### src/rtl/acc_mul_responder_if.sv
`default_nettype none
// +--------------------------------------------------------------------------+
// | acc_mul_responder_if                                                     |
// | Accelerator bus: request (Q) and response (P) channels.                  |
// | Revision: 1.0                                                            |
// +--------------------------------------------------------------------------+
interface acc_mul_responder_if #(
  parameter int DATA_WIDTH     = 32,
  parameter int ACC_ADDR_WIDTH = 5,
  parameter int ID_WIDTH       = 5
);
  logic [ACC_ADDR_WIDTH-1:0] q_addr;
  logic [31:0]               q_data_op;
  logic [DATA_WIDTH-1:0]     q_data_arga;
  logic [DATA_WIDTH-1:0]     q_data_argb;
  logic [DATA_WIDTH-1:0]     q_data_argc;
  logic [ID_WIDTH-1:0]       q_id;
  logic                      q_valid;
  logic                      q_ready;
  logic [DATA_WIDTH-1:0]     p_data;
  logic [ID_WIDTH-1:0]       p_id;
  logic                      p_error;
  logic                      p_valid;
  logic                      p_ready;

  modport master (
    output q_addr, q_data_op, q_data_arga, q_data_argb, q_data_argc, q_id, q_valid,
    output p_ready,
    input  q_ready, p_data, p_id, p_error, p_valid
  );

  modport slave (
    input  q_addr, q_data_op, q_data_arga, q_data_argb, q_data_argc, q_id, q_valid,
    input  p_ready,
    output q_ready, p_data, p_id, p_error, p_valid
  );
endinterface
`default_nettype wire

### src/rtl/acc_mul_responder.sv
`default_nettype none
// +--------------------------------------------------------------------------+
// | acc_mul_responder                                                        |
// | Iterative radix-2 shift-add MUL/MULH/MULHSU/MULHU accelerator responder.|
// | Revision: 1.0                                                            |
// +--------------------------------------------------------------------------+
module acc_mul_responder #(
  parameter int                        DATA_WIDTH     = 32,
  parameter int                        ACC_ADDR_WIDTH = 5,
  parameter int                        ID_WIDTH       = 5,
  parameter logic [ACC_ADDR_WIDTH-1:0] ADDR           = '0
) (
  input  wire logic          clk_i,
  input  wire logic          rst_ni,
  acc_mul_responder_if.slave bus
);

  localparam int c_CNT_WIDTH = $clog2(DATA_WIDTH);
  localparam int c_PROD_WIDTH = 2 * DATA_WIDTH;

  typedef enum logic [1:0] {
    IDLE = 2'd0,
    BUSY = 2'd1,
    RESP = 2'd2
  } state_t;

  state_t r_state;
  state_t w_state_nxt;

  logic [c_PROD_WIDTH-1:0] r_mcand;
  logic [DATA_WIDTH-1:0]   r_mplier;
  logic [c_PROD_WIDTH-1:0] r_acc;
  logic [c_CNT_WIDTH-1:0]  r_cnt;
  logic                    r_neg;
  logic [1:0]              r_funct3;
  logic [DATA_WIDTH-1:0]   r_data;
  logic [ID_WIDTH-1:0]     r_id;
  logic                    r_error;

  logic                    w_op_legal;
  logic                    w_accept_mul;
  logic [1:0]              w_funct3;
  logic                    w_a_neg;
  logic                    w_b_neg;
  logic [DATA_WIDTH-1:0]   w_abs_a;
  logic [DATA_WIDTH-1:0]   w_abs_b;
  logic [c_PROD_WIDTH-1:0] w_sum;
  logic [c_PROD_WIDTH-1:0] w_prod;

  // funct3[2] must be 0, so only the low two bits need to be kept.
  assign w_op_legal   = (bus.q_data_op[6:0] == 7'b0110011)
                     && (bus.q_data_op[31:25] == 7'b0000001)
                     && !bus.q_data_op[14];
  assign w_accept_mul = w_op_legal && (bus.q_addr == ADDR);
  assign w_funct3     = bus.q_data_op[13:12];

  // rs1 is signed for MULH/MULHSU, rs2 only for MULH.
  assign w_a_neg = ((w_funct3 == 2'b01) || (w_funct3 == 2'b10)) && bus.q_data_arga[DATA_WIDTH-1];
  assign w_b_neg = (w_funct3 == 2'b01) && bus.q_data_argb[DATA_WIDTH-1];
  assign w_abs_a = w_a_neg ? ('0 - bus.q_data_arga) : bus.q_data_arga;
  assign w_abs_b = w_b_neg ? ('0 - bus.q_data_argb) : bus.q_data_argb;

  assign w_sum  = r_acc + (r_mplier[0] ? r_mcand : '0);
  assign w_prod = r_neg ? ('0 - w_sum) : w_sum;

  wire w_unused = ^{bus.q_data_argc, bus.q_data_op[24:15], bus.q_data_op[11:7]};

  always_ff @(posedge clk_i or negedge rst_ni) begin
    if (!rst_ni) begin
      r_state <= IDLE;
    end else begin
      r_state <= w_state_nxt;
    end
  end

  always_comb begin
    w_state_nxt = r_state;
    bus.q_ready = 1'b0;
    bus.p_valid = 1'b0;
    case (r_state)
      IDLE: begin
        bus.q_ready = 1'b1;
        if (bus.q_valid) begin
          w_state_nxt = w_accept_mul ? BUSY : RESP;
        end
      end
      BUSY: begin
        if (r_cnt == '0) begin
          w_state_nxt = RESP;
        end
      end
      RESP: begin
        bus.p_valid = 1'b1;
        if (bus.p_ready) begin
          w_state_nxt = IDLE;
        end
      end
      default: w_state_nxt = IDLE;
    endcase
  end

  always_ff @(posedge clk_i or negedge rst_ni) begin
    if (!rst_ni) begin
      r_mcand  <= '0;
      r_mplier <= '0;
      r_acc    <= '0;
      r_cnt    <= '0;
      r_neg    <= 1'b0;
      r_funct3 <= '0;
      r_data   <= '0;
      r_id     <= '0;
      r_error  <= 1'b0;
    end else begin
      case (r_state)
        IDLE: begin
          if (bus.q_valid) begin
            r_id <= bus.q_id;
            if (w_accept_mul) begin
              r_funct3 <= w_funct3;
              r_mcand  <= {{DATA_WIDTH{1'b0}}, w_abs_a};
              r_mplier <= w_abs_b;
              r_neg    <= w_a_neg ^ w_b_neg;
              r_acc    <= '0;
              r_cnt    <= c_CNT_WIDTH'(DATA_WIDTH - 1);
            end else begin
              r_error <= 1'b1;
              r_data  <= '0;
            end
          end
        end
        BUSY: begin
          r_acc    <= w_sum;
          r_mcand  <= r_mcand << 1;
          r_mplier <= r_mplier >> 1;
          r_cnt    <= r_cnt - c_CNT_WIDTH'(1);
          if (r_cnt == '0) begin
            r_error <= 1'b0;
            r_data  <= (r_funct3 == 2'b00) ? w_prod[DATA_WIDTH-1:0]
                                           : w_prod[c_PROD_WIDTH-1:DATA_WIDTH];
          end
        end
        default: ;
      endcase
    end
  end

  assign bus.p_data  = r_data;
  assign bus.p_id    = r_id;
  assign bus.p_error = r_error;

endmodule
`default_nettype wire
### src/flat_wrapper.sv
// flat-port wrapper written by rule: the top's interface ports become plain ports
module acc_mul_responder_flat 
#(
  parameter int                        DATA_WIDTH     = 32,
  parameter int                        ACC_ADDR_WIDTH = 5,
  parameter int                        ID_WIDTH       = 5,
  parameter logic [ACC_ADDR_WIDTH-1:0] ADDR           = '0
)
  (clk_i, rst_ni, bus_q_addr, bus_q_data_op, bus_q_data_arga, bus_q_data_argb, bus_q_data_argc, bus_q_id, bus_q_valid, bus_p_ready, bus_q_ready, bus_p_data, bus_p_id, bus_p_error, bus_p_valid);
  acc_mul_responder_if #(.DATA_WIDTH(DATA_WIDTH), .ACC_ADDR_WIDTH(ACC_ADDR_WIDTH), .ID_WIDTH(ID_WIDTH)) bus_i ();
  input  wire logic clk_i;
  input  wire logic rst_ni;
  input wire logic [$bits(bus_i.q_addr)-1:0] bus_q_addr;
  input wire logic [$bits(bus_i.q_data_op)-1:0] bus_q_data_op;
  input wire logic [$bits(bus_i.q_data_arga)-1:0] bus_q_data_arga;
  input wire logic [$bits(bus_i.q_data_argb)-1:0] bus_q_data_argb;
  input wire logic [$bits(bus_i.q_data_argc)-1:0] bus_q_data_argc;
  input wire logic [$bits(bus_i.q_id)-1:0] bus_q_id;
  input wire logic [$bits(bus_i.q_valid)-1:0] bus_q_valid;
  input wire logic [$bits(bus_i.p_ready)-1:0] bus_p_ready;
  output wire logic [$bits(bus_i.q_ready)-1:0] bus_q_ready;
  output wire logic [$bits(bus_i.p_data)-1:0] bus_p_data;
  output wire logic [$bits(bus_i.p_id)-1:0] bus_p_id;
  output wire logic [$bits(bus_i.p_error)-1:0] bus_p_error;
  output wire logic [$bits(bus_i.p_valid)-1:0] bus_p_valid;
  assign bus_i.q_addr = bus_q_addr;
  assign bus_i.q_data_op = bus_q_data_op;
  assign bus_i.q_data_arga = bus_q_data_arga;
  assign bus_i.q_data_argb = bus_q_data_argb;
  assign bus_i.q_data_argc = bus_q_data_argc;
  assign bus_i.q_id = bus_q_id;
  assign bus_i.q_valid = bus_q_valid;
  assign bus_i.p_ready = bus_p_ready;
  assign bus_q_ready = bus_i.q_ready;
  assign bus_p_data = bus_i.p_data;
  assign bus_p_id = bus_i.p_id;
  assign bus_p_error = bus_i.p_error;
  assign bus_p_valid = bus_i.p_valid;
  acc_mul_responder #(.DATA_WIDTH(DATA_WIDTH), .ACC_ADDR_WIDTH(ACC_ADDR_WIDTH), .ID_WIDTH(ID_WIDTH), .ADDR(ADDR)) u_core (.clk_i(clk_i), .rst_ni(rst_ni), .bus(bus_i));
endmodule
### config.mk
export PLATFORM = sky130hd
export DESIGN_NAME = acc_mul_responder_flat
export DESIGN_NICKNAME = d
export VERILOG_FILES = /design/src/rtl/acc_mul_responder_if.sv /design/src/rtl/acc_mul_responder.sv /design/src/flat_wrapper.sv
export SDC_FILE = /design/constraint.sdc
export NUM_CORES = 1
export LEC_CHECK = 0
export CAP_MARGIN = 20
export CORE_MARGIN = 2
export CORE_UTILIZATION = 45
export CTS_CLUSTER_DIAMETER = 120
export DETAILED_ROUTE_END_ITERATION = 7
export PLACE_DENSITY = 0.68
export SETUP_SLACK_MARGIN = 0.02
export SLEW_MARGIN = 20
export SYNTH_ARGS = -nofsm -noshare
export SYNTH_HDL_FRONTEND = slang
export SYNTH_SLANG_ARGS = --single-unit
### constraint.sdc
create_clock -name clk_i -period 5 [get_ports clk_i]
set_input_delay 1 -clock clk_i [delete_from_list [all_inputs] [get_ports clk_i]]
set_output_delay 1 -clock clk_i [all_outputs]
set_load 0.1 [all_outputs]
==> flow_summary_export.csv, run 1 <==
group,metric,value,unit
run_status,status,"finished, final reports clean",
drt,ant_nets,0,
floorplan,rows,71,
sta,finalHoldWorstSlack,0.4772,ns
clocking,clk_pin_slew,0.06,ns
worst_hold_path,hold_path_class,"in2async",
grt,overflow,0,
sta,max-slew-margin-rel,22.52,%
floorplan,ios,182,
floorplan,fp.dieH,198.4,um
setup_path,critical_path.startpoint,"u_core.r_mplier[0]",
sta,finalHoldViolations,0,
drt,viasPerCell,6.066,
grt,grt_start_max_net_pins,91,
yosys,synth_edf_count,0,
yosys,ys.flop_type,"dfrtp_1",
yosys,synth_top_family_by_area,"compound AO/OA/AOI/OAI gates",
setup_path,path_class,"reg2reg",
drt,dr_total_vias,17720,
sta,fmax,0.2071,GHz
sta,slew_viol_final,0,
yosys,yosysSeqAreaShare,30.59,%
drt,first_iter_violations,1421,
drt,wl,60030,um
drt,drt_first_pass_iters,5,
yosys,synth_fa_ha_area_share,5.192,%
place,hpwl,46720,um
clocking,cts-root-buf,"clkbuf_16",
setup_path,ff2ff_path_depth,17,
place,io_buffers,134,
yosys,syn_avg_cell_area,7.744,um2
yosys,ys_ff_latch,208,
sta,setup_violations,0,
sta,grt_setup_unrepaired,"true",
grt,track_usage,30.10,%
clocking,htreeDepth,1,
floorplan,core_area,37490,um2
yosys,synthSimpleGateAreaFrac,24.12,%
pwr,totalPowerFinal,0.004309,W
yosys,synthesis.area,17010,um2
final_layout,fin_nets,2605,
final_layout,area_growth,23.54,%
clocking,clock-sinks,208,
grt,grt_pass1_vias,16580,
clocking,clock_path_buffers,3,
clocking,cts_tree,"done",
sta,period_minus_slack,4.829,ns
grt,grt_pass1_wl,93280,um
floorplan,die-width,198.4,um
setup_path,timing.rr.start,"u_core.r_mplier[0]",
setup_path,crit_fanout,10,
pwr,ir_drop,0.2160,mV
sta,worstMarginPinSlew,1.161,ns
sta,finalCritPeriodShare,96.59,%
setup_path,cp-endpoint,"u_core.bus.p_data[1]",
yosys,yosysWarnings,0,
job,max_cap_violations,0,
place,gp_congestion,1.000,
yosys,async_flop_share,100.0,%
drt,wire_per_inst,20.55,um
yosys,synth.net_count,2409,
setup_path,cp-end-kind,"flop",
yosys,ys_types,87,
setup_path,worstReg2RegEnd,"u_core.bus.p_data[1]",
yosys,synth_compound_gate_area_share,28.17,%
floorplan,initial_core_util,45.38,%
setup_path,cp.arrival,5.30,ns
sta,finalClockSkew,0.02129,ns
clocking,clk_latency,0.56,ns
setup_path,r2r_slack,0.17,ns
grt,grt_antenna_before_repair,0,
yosys,synth_xor_area_share,7.155,%
final_layout,final_layout_size_suffix_gt1_share,13.52,%
pwr,leakage,8.199,nW
floorplan,die-area,39380,um2
yosys,muxShareOfSynthArea,0.8163,%
setup_path,worstSetupStartpointType,"flop",
setup_path,required,5.47,ns
drt,drc,0,
pwr,pwr_density_cell,205.0,nW/um2
clocking,cts_buffers,25,
yosys,syn_inst,2197,
final_layout,diodes,0,
==> cells in the mapped netlist (14+ instances only) <==
| cell | count | area, um2 |
|---|---|---|
| buf_1 | 15 | 56.30 |
| a21o_1 | 22 | 165.2 |
| a31oi_1 | 14 | 87.58 |
| o21a_1 | 30 | 225.2 |
| nor4_1 | 19 | 118.9 |
| a22oi_1 | 61 | 457.9 |
| o31ai_1 | 18 | 135.1 |
| clkbuf_1 | 128 | 480.5 |
| nand2_1 | 262 | 983.4 |
| xor2_1 | 59 | 516.8 |
| ha_1 | 69 | 863.3 |
| nand3_1 | 78 | 390.4 |
| inv_1 | 27 | 101.4 |
| o21ai_0 | 262 | 1311 |
| or2_2 | 16 | 100.1 |
| nand4_1 | 44 | 275.3 |
| and2_1 | 75 | 469.2 |
| or3_1 | 27 | 168.9 |
| nor3_1 | 44 | 220.2 |
| a21oi_1 | 177 | 885.9 |
| o211ai_1 | 25 | 187.7 |
| xnor2_1 | 80 | 700.7 |
| a211oi_1 | 15 | 112.6 |
| nor2_1 | 170 | 638.1 |
| nand2b_1 | 15 | 93.84 |
| dfrtp_1 | 208 | 5205 |
==> per-stage QoR <==
step	instances	cell area (um2)	utilization, %	worst slack, ns	TNS (ns)
after CTS	2914	20690	55.20	0.02454	0
final	2922	21020	56.07	0.1706	0
after global routing	2922	21020	56.07	-0.02188	-0.02188
after global placement	2869	19810	52.83	-0.004812	-0.004812
after floorplan	2197	17010	-	0.07138	0
after detailed placement	2869	19810	52.83	-0.02734	-0.02734
==> cells by family (layout without fill, tap and decap cells) <==
| kind of cell | Yosys count | count (layout) |
|---|---|---|
| buf+inv | 176 | 390 |
| mux | 13 | 13 |
| xor+xnor | 139 | 139 |
| compound gates | 764 | 764 |
| flops | 208 | 208 |
| simple gates | 827 | 827 |
| fa+ha+maj | 70 | 70 |
==> where the power goes <==
part	leakage, nW	switching [W]	total (W)	internal [W]
clock network	0.436	0.000755	0.00196	0.00120
registers	2.15	0.0000143	0.00171	0.00170
logic	5.62	0.000387	0.000640	0.000253
==> per-layer routing <==
metal | part of all wire, % | wire (um) | track usage [%] | vias up
li1 | - | - | - | 8475
met1 | 45 | 27110 | 41.45 | 8609
met2 | 46 | 27800 | 49.81 | 563
met3 | 5.8 | 3491 | 3.747 | 77
met4 | 2.7 | 1634 | 8.430 | 0
met5 | 0 | 0 | 0 | -
==> placed cells by master (no fill, tap or decap), types with 44 or more instances in the layout <==
| cell | count |
|---|---|
| ha_1 | 62 |
| nor2_1 | 168 |
| o21ai_0 | 258 |
| dfrtp_1 | 206 |
| nand4_1 | 44 |
| and2_1 | 74 |
| clkdlybuf4s50_1 | 133 |
| xor2_1 | 59 |
| nand2_1 | 262 |
| xnor2_1 | 78 |
| a22oi_1 | 61 |
| a21oi_1 | 169 |
| nand3_1 | 77 |
| buf_4 | 180 |
==> registers in the layout, summed over array words and instances (netlist names), 2 cells and up <==
| signal | flops |
|---|---|
| u_core.bus.p_data | 32 |
| u_core.bus.p_id | 5 |
| u_core.r_acc | 64 |
| u_core.r_cnt | 5 |
| u_core.r_funct3 | 2 |
| u_core.r_mcand | 64 |
| u_core.r_mplier | 32 |
| u_core.r_state | 2 |
==> worst min-delay path by stage <==
stage,from,end,slack (ns),depth (start not counted)
after floorplan,u_core.r_acc[45],u_core.r_acc[45],0.46,2
after global placement,u_core.bus.p_data[5],u_core.bus.p_data[5],0.47,1
after detailed placement,u_core.bus.p_data[30],u_core.bus.p_data[30],0.48,2
after CTS,rst_ni,u_core.bus.p_data[6],0.49,1
after global routing,u_core.bus.p_data[5],u_core.bus.p_data[5],0.50,1
final,rst_ni,u_core.bus.p_data[6],0.48,1
==> critical path, stage by stage, from the launching register on <==
cell and delay, ns:
dfrtp_2 0.43, buf_12 0.15, nand2_1 0.18, inv_1 0.07, ha_1 0.31, a211oi_4 0.34, o21ai_0 0.17, o2bb2ai_2 0.20
o221ai_2 0.16, or4_4 0.51, or4b_4 0.54, or4_4 0.52, or3_1 0.40, nor3_1 0.18, buf_4 0.17, a31o_2 0.15
a21oi_1 0.04, o21ai_0 0.20
==> repair_timing <==
| action | in CTS | in global routing |
|---|---|---|
| pin swaps | 0 | 16 |
| setup endpoints to repair | 5 | 32 |
| hold buffers | 0 | 0 |
| gates resized for setup | 3 | 56 |
| setup buffers | 0 | 7 |
| gates cloned | 0 | 1 |
==> area by class of cell <==
type                            instances  area, um2
Tap cell                              511      639.4
Sequential cell                       208       5207
Fill cell                            3649      16470
Clock buffer                           38      764.5
Clock inverter                          7      117.6
Timing Repair Buffer                  318       2773
Multi-Input combinational cell       1813      11420
Inverter                               27      101.3
Note: power is estimated with default switching activity, not from simulation.
==> run 2: changes to the inputs <==
--- a/config.mk
+++ b/config.mk
@@ -8,6 +8,7 @@
 export CAP_MARGIN = 20
 export CORE_MARGIN = 2
 export CORE_UTILIZATION = 45
+export CTS_BUF_LIST = sky130_fd_sc_hd__clkbuf_4 sky130_fd_sc_hd__clkbuf_8 sky130_fd_sc_hd__clkbuf_16
 export CTS_CLUSTER_DIAMETER = 120
 export DETAILED_ROUTE_END_ITERATION = 7
 export PLACE_DENSITY = 0.68
==> flow_summary_export.csv, run 2 (same netlist as run 1, synthesis figures left out) <==
group,metric,value,unit
grt,grt_pass1_vias,16590,
floorplan,die-width,198.4,um
grt,overflow,0,
place,placed_cell_area,19810,um2
drt,ant_nets,0,
drt,dr_total_vias,17630,
pwr,p_switching,0.001159,W
final_layout,final_cell_mix,"262 x nand2_1, 258 x o21ai_0, 206 x dfrtp_1",
setup_path,cp-end-kind,"flop",
floorplan,initial_core_util,45.38,%
sta,max-slew-margin-rel,21.74,%
sta,worstMarginPinSlew,1.173,ns
floorplan,ios,182,
pwr,ir_drop,0.2159,mV
final_layout,area_growth,23.61,%
clocking,clk_pin_slew,0.06,ns
final_layout,final_layout_size_suffix_gt1_share,13.65,%
sta,setup_violations,0,
pwr,p_comb_share,14.8,%
sta,finalClockSkew,0.01614,ns
worst_hold_path,hold_path_class,"in2async",
pwr,pwr_density_cell,206.0,nW/um2
clocking,cts_tree,"done",
floorplan,fp.dieH,198.4,um
setup_path,cp_common_cell,"or4_4",
grt,grt_antenna_before_repair,0,
setup_path,critPathMaxStageDelay,0.54,ns
final_layout,layout_commonest_cell,"nand2_1",
setup_path,worstSetupStartpointType,"flop",
final_layout,fin_nets,2605,
setup_path,path_cells,"buf_12 -> nand2_1 -> inv_1 -> ha_1 -> a211oi_4 -> o21ai_0 -> o2bb2ai_2 -> o221ai_2 -> or4_4 -> or4b_4 -> or4_4 -> nor3_4 -> and4_4 -> buf_4 -> a41oi_1 -> xor2_1 -> o21ai_1",
drt,drc,0,
setup_path,crit_fanout,10,
job,max_cap_violations,0,
drt,drt_first_pass_iters,5,
final_layout,diodes,0,
final_layout,final_area,21030,um2
setup_path,path_class,"reg2reg",
pwr,pwr-share-clk,45.7,%
place,hpwl,46720,um
grt,grt_pass1_wl,93270,um
drt,wl,60020,um
clocking,cts_buffers,25,
grt,track_usage,30.10,%
pwr,swShare,26.76,%
drt,wire_per_inst,20.54,um
place,gp_congestion,1.000,
sta,finalHoldWorstSlack,0.4629,ns
setup_path,crit_slowest_cell,"or4b_4",
floorplan,die-area,39380,um2
clocking,clock-sinks,208,
place,io_buffers,134,
drt,viasPerCell,6.035,
drt,first_iter_violations,1428,
clocking,clock_path_buffers,3,
final_layout,top_regs,"u_core.r_acc: 64 flops, u_core.r_mcand: 64 flops",
pwr,leakage,8.214,nW
clocking,htreeDepth,1,
sta,fin_tns_setup,0,ns
pwr,power_frac_seq,39.5,%
floorplan,core_area,37490,um2
sta,finalCritPeriodShare,96.08,%
sta,slew_viol_final,0,
grt,grt_start_max_net_pins,91,
pwr,p_int,0.003173,W
floorplan,rows,71,
run_status,status,"finished, final reports clean",
clocking,cts-root-buf,"clkbuf_16",
sta,grt_setup_unrepaired,"true",
sta,fmax,0.2082,GHz
clocking,clk_latency,0.56,ns
setup_path,required,5.42,ns
setup_path,cp.arrival,5.23,ns
sta,period_minus_slack,4.804,ns
sta,finalHoldViolations,0,
pwr,totalPowerFinal,0.004333,W
==> run 2: cell count changes in the layout (fill, tap and decap cells not counted) <==
cell      delta
a21oi_2      -1
a21oi_1      +1
clkbuf_1     -4
clkbuf_4     +4
==> run 2: cell type report <==
cell class                 instances  area, um2
clock buffer                      38      779.5
clock inverter                     7      117.6
fill                            3640      16460
inverter                          27      101.3
multi-input combinational       1813      11410
sequential                       208       5207
tap                              511      639.4
timing repair buffer             318       2773
==> run 2: path summary, 6_finish.rpt <==
kind                                       from                    end  slack [ns]  depth (start not counted)
setup / recovery             u_core.r_mplier[0]  u_core.bus.p_data[31]        0.20                         17
hold / removal                           rst_ni   u_core.bus.p_data[6]        0.46                          1
setup reg to reg             u_core.r_mplier[0]  u_core.bus.p_data[31]        0.20                         17
hold reg to reg            u_core.bus.p_data[0]   u_core.bus.p_data[0]        0.49                          2
max in group asynchronous                rst_ni     u_core.r_mplier[0]        3.48                          2
min in group clk_i         u_core.bus.p_data[0]   u_core.bus.p_data[0]        0.49                          2
==> run 2: power groups by stage <==
| stage | logic [W] | clock network [W] | registers (W) |
|---|---|---|---|
| detailed placement | 0.000631 | 0 | 0.00174 |
| CTS | 0.000633 | 0.00203 | 0.00171 |
| floorplan | 0.000281 | 0 | 0.00181 |
| global placement | 0.000624 | 0 | 0.00174 |
| finish | 0.000640 | 0.00198 | 0.00171 |
| global route | 0.000687 | 0.00208 | 0.00171 |
==> run 2: through the flow <==
stage | cells | util (%) | setup WS, ns
floorplan | 2197 | - | 0.07138
global placement | 2869 | 52.83 | -0.004812
detailed placement | 2869 | 52.83 | -0.02734
CTS | 2914 | 55.24 | 0.02454
global route | 2922 | 56.10 | -0.02188
finish | 2922 | 56.10 | 0.1960
==> run 2: timing repair <==
item | in CTS | in global routing
endpoints found under the setup margin | 5 | 32
hold buffers | 0 | 0
resized for setup | 3 | 55
buffers inserted | 0 | 7
pin swaps | 0 | 16
gates cloned | 0 | 1
==> run 2: worst max-delay path: cells and delay by family (launching register included) <==
kind                     cells  cell delay (ns)
AND/OR/NAND/NOR              6             2.27
AO/OA/AOI/OAI                6             1.06
flip-flops                   1             0.43
buffers and inverters        3             0.33
adder cells (fa/ha/maj)      1             0.31
XOR/XNOR                     1             0.25
==> run 2: routing by layer <==
layer | wire length [um] | vias up | track usage (%)
li1 | - | 8469 | -
met1 | 27240 | 8552 | 41.46
met3 | 3408 | 72 | 3.747
met2 | 27770 | 540 | 49.79
met4 | 1600 | 0 | 8.430
met5 | 0 | - | 0
